<file path="src/rtl/bp_me_lce_out_arbiter.sv">
// Merges an LCE's outbound request and response channels onto one registered link.
// Responses win by default; a starvation counter forces a request through after max_starve_p losses.
module bp_me_lce_out_arbiter #(
    parameter int link_width_p = 128,
    parameter int max_starve_p = 4,
    localparam int starve_width_lp = (max_starve_p < 1) ? 1 : $clog2(max_starve_p + 1)
) (
    input  logic                       clk_i,
    input  logic                       reset_n_i,

    input  logic [link_width_p-1:0]    lce_req_i,
    input  logic                       lce_req_v_i,
    output logic                       lce_req_ready_o,

    input  logic [link_width_p-1:0]    lce_resp_i,
    input  logic                       lce_resp_v_i,
    output logic                       lce_resp_ready_o,

    output logic [link_width_p-1:0]    link_o,
    output logic                       link_sel_o,
    output logic                       link_v_o,
    input  logic                       link_ready_i,

    output logic [starve_width_lp-1:0] starve_cnt_o
);

    typedef enum logic {e_empty, e_full} state_e;

    state_e                     state_r, state_n;
    logic [link_width_p-1:0]    link_r;
    logic                       sel_r;
    logic [starve_width_lp-1:0] starve_cnt_r;

    logic slot_free, starved, req_wins, any_v;

    // Ready is forced low during reset so no handshake can complete in a reset cycle.
    assign slot_free = reset_n_i & ((state_r == e_empty) | link_ready_i);
    assign starved   = (starve_cnt_r == starve_width_lp'(max_starve_p));
    assign req_wins  = lce_req_v_i & (~lce_resp_v_i | starved);
    assign any_v     = lce_req_v_i | lce_resp_v_i;

    always_ff @(posedge clk_i) begin
        if (!reset_n_i) state_r <= e_empty;
        else            state_r <= state_n;
    end

    always_comb begin
        state_n = state_r;
        if (slot_free) state_n = any_v ? e_full : e_empty;
    end

    always_comb begin
        link_v_o         = (state_r == e_full);
        lce_req_ready_o  = slot_free & req_wins;
        lce_resp_ready_o = slot_free & ~req_wins;
    end

    always_ff @(posedge clk_i) begin
        if (!reset_n_i) begin
            link_r       <= '0;
            sel_r        <= 1'b0;
            starve_cnt_r <= '0;
        end else if (slot_free) begin
            if (any_v) begin
                link_r <= req_wins ? lce_req_i : lce_resp_i;
                sel_r  <= ~req_wins;
            end
            // A pending request that loses counts up; anything else clears the count.
            if (lce_req_v_i & ~req_wins) starve_cnt_r <= starve_cnt_r + starve_width_lp'(1);
            else                         starve_cnt_r <= '0;
        end
    end

    assign link_o       = link_r;
    assign link_sel_o   = sel_r;
    assign starve_cnt_o = starve_cnt_r;

`ifndef SYNTHESIS
    a_hold_stable: assert property (@(posedge clk_i) disable iff (!reset_n_i)
        (link_v_o && !link_ready_i) |=> (link_v_o && $stable(link_o) && $stable(link_sel_o)));
    a_one_grant: assert property (@(posedge clk_i) disable iff (!reset_n_i)
        !(lce_req_ready_o && lce_req_v_i && lce_resp_ready_o && lce_resp_v_i));
    a_cnt_bound: assert property (@(posedge clk_i) disable iff (!reset_n_i)
        starve_cnt_o <= starve_width_lp'(max_starve_p));
`endif

endmodule

</file>
<file path="config.mk">
export PLATFORM = sky130hd
export DESIGN_NAME = bp_me_lce_out_arbiter
export DESIGN_NICKNAME = d
export VERILOG_FILES = /design/src/rtl/bp_me_lce_out_arbiter.sv
export SDC_FILE = /design/constraint.sdc
export NUM_CORES = 1
export LEC_CHECK = 0
export ABC_CLOCK_PERIOD_IN_PS = 2000
export CORE_ASPECT_RATIO = 0.75
export CORE_MARGIN = 5
export CORE_UTILIZATION = 30
export CTS_BUF_LIST = sky130_fd_sc_hd__clkbuf_4
export DETAILED_ROUTE_END_ITERATION = 16
export PLACE_DENSITY = 0.69
export SYNTH_ARGS = -nofsm -noshare
export SYNTH_HDL_FRONTEND = slang
export SYNTH_SLANG_ARGS = --single-unit
</file>
<file path="constraint.sdc">
create_clock -name clk_i -period 2 [get_ports clk_i]
set_clock_uncertainty 0.15 [all_clocks]
set_input_delay 0.2 -clock clk_i [delete_from_list [all_inputs] [get_ports clk_i]]
set_output_delay 0.2 -clock clk_i [all_outputs]
set_load 0.02 [all_outputs]
</file>
* After elaboration in Yosys (flattened, before gate mapping) *
Index checks and enable logic that the tools add are counted.

operators by class
  add/sub/neg operators = 1
  eq/ne operators = 1
  multiplexer cells = 3
  bitwise gates (word level) = 11
  reduce and logical (&&, ||, !) cells = 1

operators by type and width
  cell                 count
  $mux 128             1
  $and 1x1->1          5
  $add 3x1->3 const B  1
  $eq 3x3->1 const B   1
  $mux 3               1
  $not 1->1            3
  $or 1x1->1           3
  $reduce_and 2->1     1
  $mux 1               1

storage, ports and cells
  flip-flop bits (word level) = 133
  input bits = 261
  output and inout bits = 135
  logic and storage cells = 21

* Depth between registers and ports, before layout *
  word-level depth = 6
  depth in mapped cells = 8
  depth with buffers taken out = 5

* Worst setup path before layout *
No wires, ideal clock.

  path type = register to output
  from = register starve_cnt_r[0], in the netlist starve_cnt_o[0]
  to = output lce_req_ready_o
  data arrival time = 1.683 ns
  required time = 1.650 ns
  path slack = -0.033 ns
  stages on the path, launching flop included = 8
  path buffers = 3
  cell sequence = dfxtp_1 inv_1 ha_1 a21boi_2 buf_6 buf_8 buf_6 nor3_1

on the way
  cells in the longest elaborated chain, start to end = 4

RTL lines
  item                    RTL line  text
  start, declared         32        logic [starve_width_lp-1:0] starve_cnt_r;
  start signal, assigned  69        if (lce_req_v_i & ~req_wins) starve_cnt_r <= starve_cnt_r + starve_width_lp'(1);
  $eq 3x3->1              38        assign starved = (starve_cnt_r == starve_width_lp'(max_starve_p));
  $or 1x1->1              39        assign req_wins = lce_req_v_i & (~lce_resp_v_i | starved);
  $and 1x1->1             39
  $and 1x1->1             54        lce_req_ready_o = slot_free & req_wins;
  end, declared           13        output logic lce_req_ready_o,

Every way passes these cells.

* Final worst setup path *
  from = register starve_cnt_r[0], in the netlist starve_cnt_o[0]
  to = output lce_resp_ready_o

on the way
  cells in the longest elaborated chain, start to end = 5

RTL lines
  item           RTL line  text
  $eq 3x3->1     38
  $or 1x1->1     39
  $and 1x1->1    39
  $not 1->1      55        lce_resp_ready_o = slot_free & ~req_wins;
  $and 1x1->1    55
  end, declared  17        output logic lce_resp_ready_o,

Every way passes these cells.

==> flow_metrics.py <==
metrics = {
    "logic_synthesis": {
        "synthMuxAreaShare_pct": 0,
        "synth_common_cells": "133 x dfxtp_1, 128 x a221o_1, 109 x nor4b_1",
        "syn_avg_cell_area_sq_um": 12.33,
        "async_flop_share_pct": 0,
        "synthCells": 492,
        "synth_edf_count": 0,
        "synth_area_leaders": "dfxtp_1 44%, a221o_1 21%, nor4b_1 16%, nor4b_2 4.7%, buf_6 4.1%",
        "synth_top_family_by_area": "compound AO/OA/AOI/OAI gates",
        "synth_top_area_share_pct": 43.88,
        "yosysMostFrequentCell": "dfxtp_1",
        "synth_top_area_cell": "dfxtp_1",
        "synthXorXnorAreaFrac_pct": 0,
        "yosysUniqueCellTypes": 27,
        "syn_area_sq_um": 6068,
        "syn-num-nets": 755,
        "synth_adder_area_share_pct": 0.4124,
        "synth-simple-area-share_pct": 22.06,
        "synthFlopType": "dfxtp_1",
        "ys_ff_latch": 133,
        "synth_compound_area_share_pct": 22.39,
        "ys_seq_area_share_pct": 43.88,
        "yosysWarnings": 0,
    },
    "hold_path": {
        "hold_depth": 2,
        "min_from": "lce_resp_i[3]",
        "hold_class": "input port to register",
    },
    "setup_path": {
        "critPathLaunch": "starve_cnt_o[0]",
        "endpoint_kind": "output pin",
        "critical_path.slowest_cell": "dfxtp_2",
        "worstPathCellList": "inv_2 > ha_4 > a21boi_4 > nand2b_4 > and3_4 > buf_6",
        "cp.required_ps": 1650,
        "r2r_slack_ps": 120,
        "crit_type": "register to output pin",
        "critPathMaxStageDelay_ps": 350,
        "worstReg2RegStart": "starve_cnt_o[0]",
        "crit_arrival_ps": 1660,
        "worst-r2r-cell-count": 7,
        "crit_fanout": 3,
        "startpoint_type": "register",
    },
    "power_and_ir_drop": {
        "power_density_nw_per_um2": 650.8,
        "p_leak_nw": 3.984,
        "ir_worst_vdd_mv": 0.3404,
    },
    "timing": {
        "slew_headroom_pct": 70.52,
        "final.setup.tns_ps": -12.65,
        "setup_viol": 1,
        "fin_crit_sh_pct": 100.6,
        "setup_slack_ps": -12.65,
        "rsz0062_at_grt": "true",
        "maxSlewViolCount": 0,
        "tightest_slew_ps": 442.2,
        "period_minus_slack_ps": 2013,
        "fmax_mhz": 496.9,
        "finalHoldViolCount": 0,
    },
    "cts": {
        "clockRootBuffer": "clkbuf_4",
        "clkSinkCount": 133,
        "cts_tree": "built",
        "clk_pin_slew_ps": 140,
        "clock_latency_ps": 520,
        "numCtsBuffers": 17,
        "clk_path_buf_depth": 2,
        "cts_max_level": 4,
        "hold_buffers": 0,
    },
    "place": {
        "gp_congestion": 0.7785,
        "numPortBuffers": 395,
        "detailed_place_hpwl_microns": 17950,
        "place_area_sq_um": 10320,
    },
    "cells_and_area": {
        "area_growth_pct": 76.39,
        "layout.nets": 1159,
        "fillCellCount": 1748,
        "design_area_sq_um": 10700,
        "drive_gt1_share_pct": 13.91,
    },
    "routing": {
        "vias": 6229,
        "detail-route-antenna-nets": 0,
        "drtPass1Iterations": 4,
        "drc_errors": 0,
        "wl_per_cell_microns": 20.88,
        "wl_microns": 24350,
        "drt_iter0_drc": 424,
        "viasPerCell": 5.342,
    },
    "global_routing": {
        "antenna_found_initial": 2,
        "overflow": 0,
        "grt_pass1_wl_microns": 36640,
        "track_usage_pct": 19.72,
        "grt_max_degree": 58,
        "first_global_vias": 6337,
    },
    "floorplan": {
        "die_h_microns": 133.2,
        "die_area_sq_um": 23200,
        "design.core.area_sq_um": 20040,
        "die_x_microns": 174.2,
        "rows": 45,
        "io_pins": 396,
        "start_util_pct": 30.27,
    },
    "run_status": {
        "violations": "negative setup slack",
        "outcome": "finished, violations left",
    },
    "flow_run": {
        "cap_viol_max_count": 0,
    },
}
-- through the flow --
stage	instances	hold WS (ps)	setup slack, ps	power (mW)	utilization, %
2_1_floorplan	492	189.5	49.14	3.874	-
3_3_place_gp	1133	319.2	-135.7	4.958	51.49
3_5_place_dp	1133	317.6	-147.4	4.961	51.49
4_1_cts	1164	29.64	-69.03	7.050	53.23
5_1_grt	1166	21.90	-139.0	7.271	53.40
6_report	1166	101.7	-12.65	6.966	53.40
-- flip-flops by register name, indices dropped and copies added (netlist names) --
register      cells
link_o          128
starve_cnt_o      3
link_v_o          1
link_sel_o        1
-- routing by layer --
| layer | global-route usage, % | vias up | share of wire [%] |
|---|---|---|---|
| met4 | 5.363 | 0 | 1.3 |
| met1 | 24.62 | 3035 | 42 |
| met2 | 32.43 | 274 | 48 |
| met3 | 7.035 | 21 | 8.5 |
| met5 | 0 | - | 0 |
| li1 | - | 2899 | - |
-- repair_timing --
action                                  4_1_cts  5_1_grt
gates cloned                                  0        0
gates resized for setup                      22       12
pin swaps                                     2        0
endpoints found under the setup margin       19       14
buffers inserted                              2        0
-- layout make-up --
cell class	instances	area, sq um	share of cell area [%]
multi-input cells	283	2775	25.93
clock buffers	17	127.6	1.192
inverters	3	11.26	0.1052
flip-flops and latches	133	2665	24.90
clock inverters	12	182.7	1.707
diodes	2	5.005	0.04676
well taps	258	322.8	3.016
repair buffers	458	4614	43.11
-- cells in the final DEF, fill, tap and decap left out, types with 2 or more instances in the layout --
cell type / count
a21oi_1: 3
a221o_1: 128
buf_12: 13
buf_4: 51
bufinv_16: 4
clkbuf_4: 17
clkdlybuf4s50_1: 378
clkinv_4: 3
clkinvlp_4: 3
dfxtp_1: 131
dfxtp_2: 2
diode_2: 2
dlygate4sd2_1: 3
dlymetal6s2s_1: 12
inv_2: 2
nand2_1: 4
nand4_1: 3
nor2_1: 2
nor4b_1: 109
nor4b_2: 19
-- logic make-up after synthesis --
family / Yosys count
and+or+nand+nor: 145
buffers and inverters: 76
AOI/OAI and AO/OA: 136
adders and majority gates: 2
DFF: 133
-- power by group --
part	internal, mW	leakage [nW]	switching, mW	total (mW)
logic	1.13	2.73	0.803	1.93
clock network	0.978	0.156	1.07	2.05
registers	2.86	1.10	0.118	2.98
-- critical path: cells and delay by family, from the launching register on --
kind | cells | cell delay [ps]
flip-flops | 1 | 350
AND/OR/NAND/NOR | 2 | 320
buffers and inverters | 2 | 160
adder cells (fa/ha/maj) | 1 | 160
AO/OA/AOI/OAI | 1 | 140
-- worst paths after layout --
check	to
setup / recovery	lce_resp_ready_o
hold / removal	link_o[3]
setup reg to reg	link_o[58]
hold reg to reg	link_o[29]
Note: power is estimated with default switching activity, not from simulation.
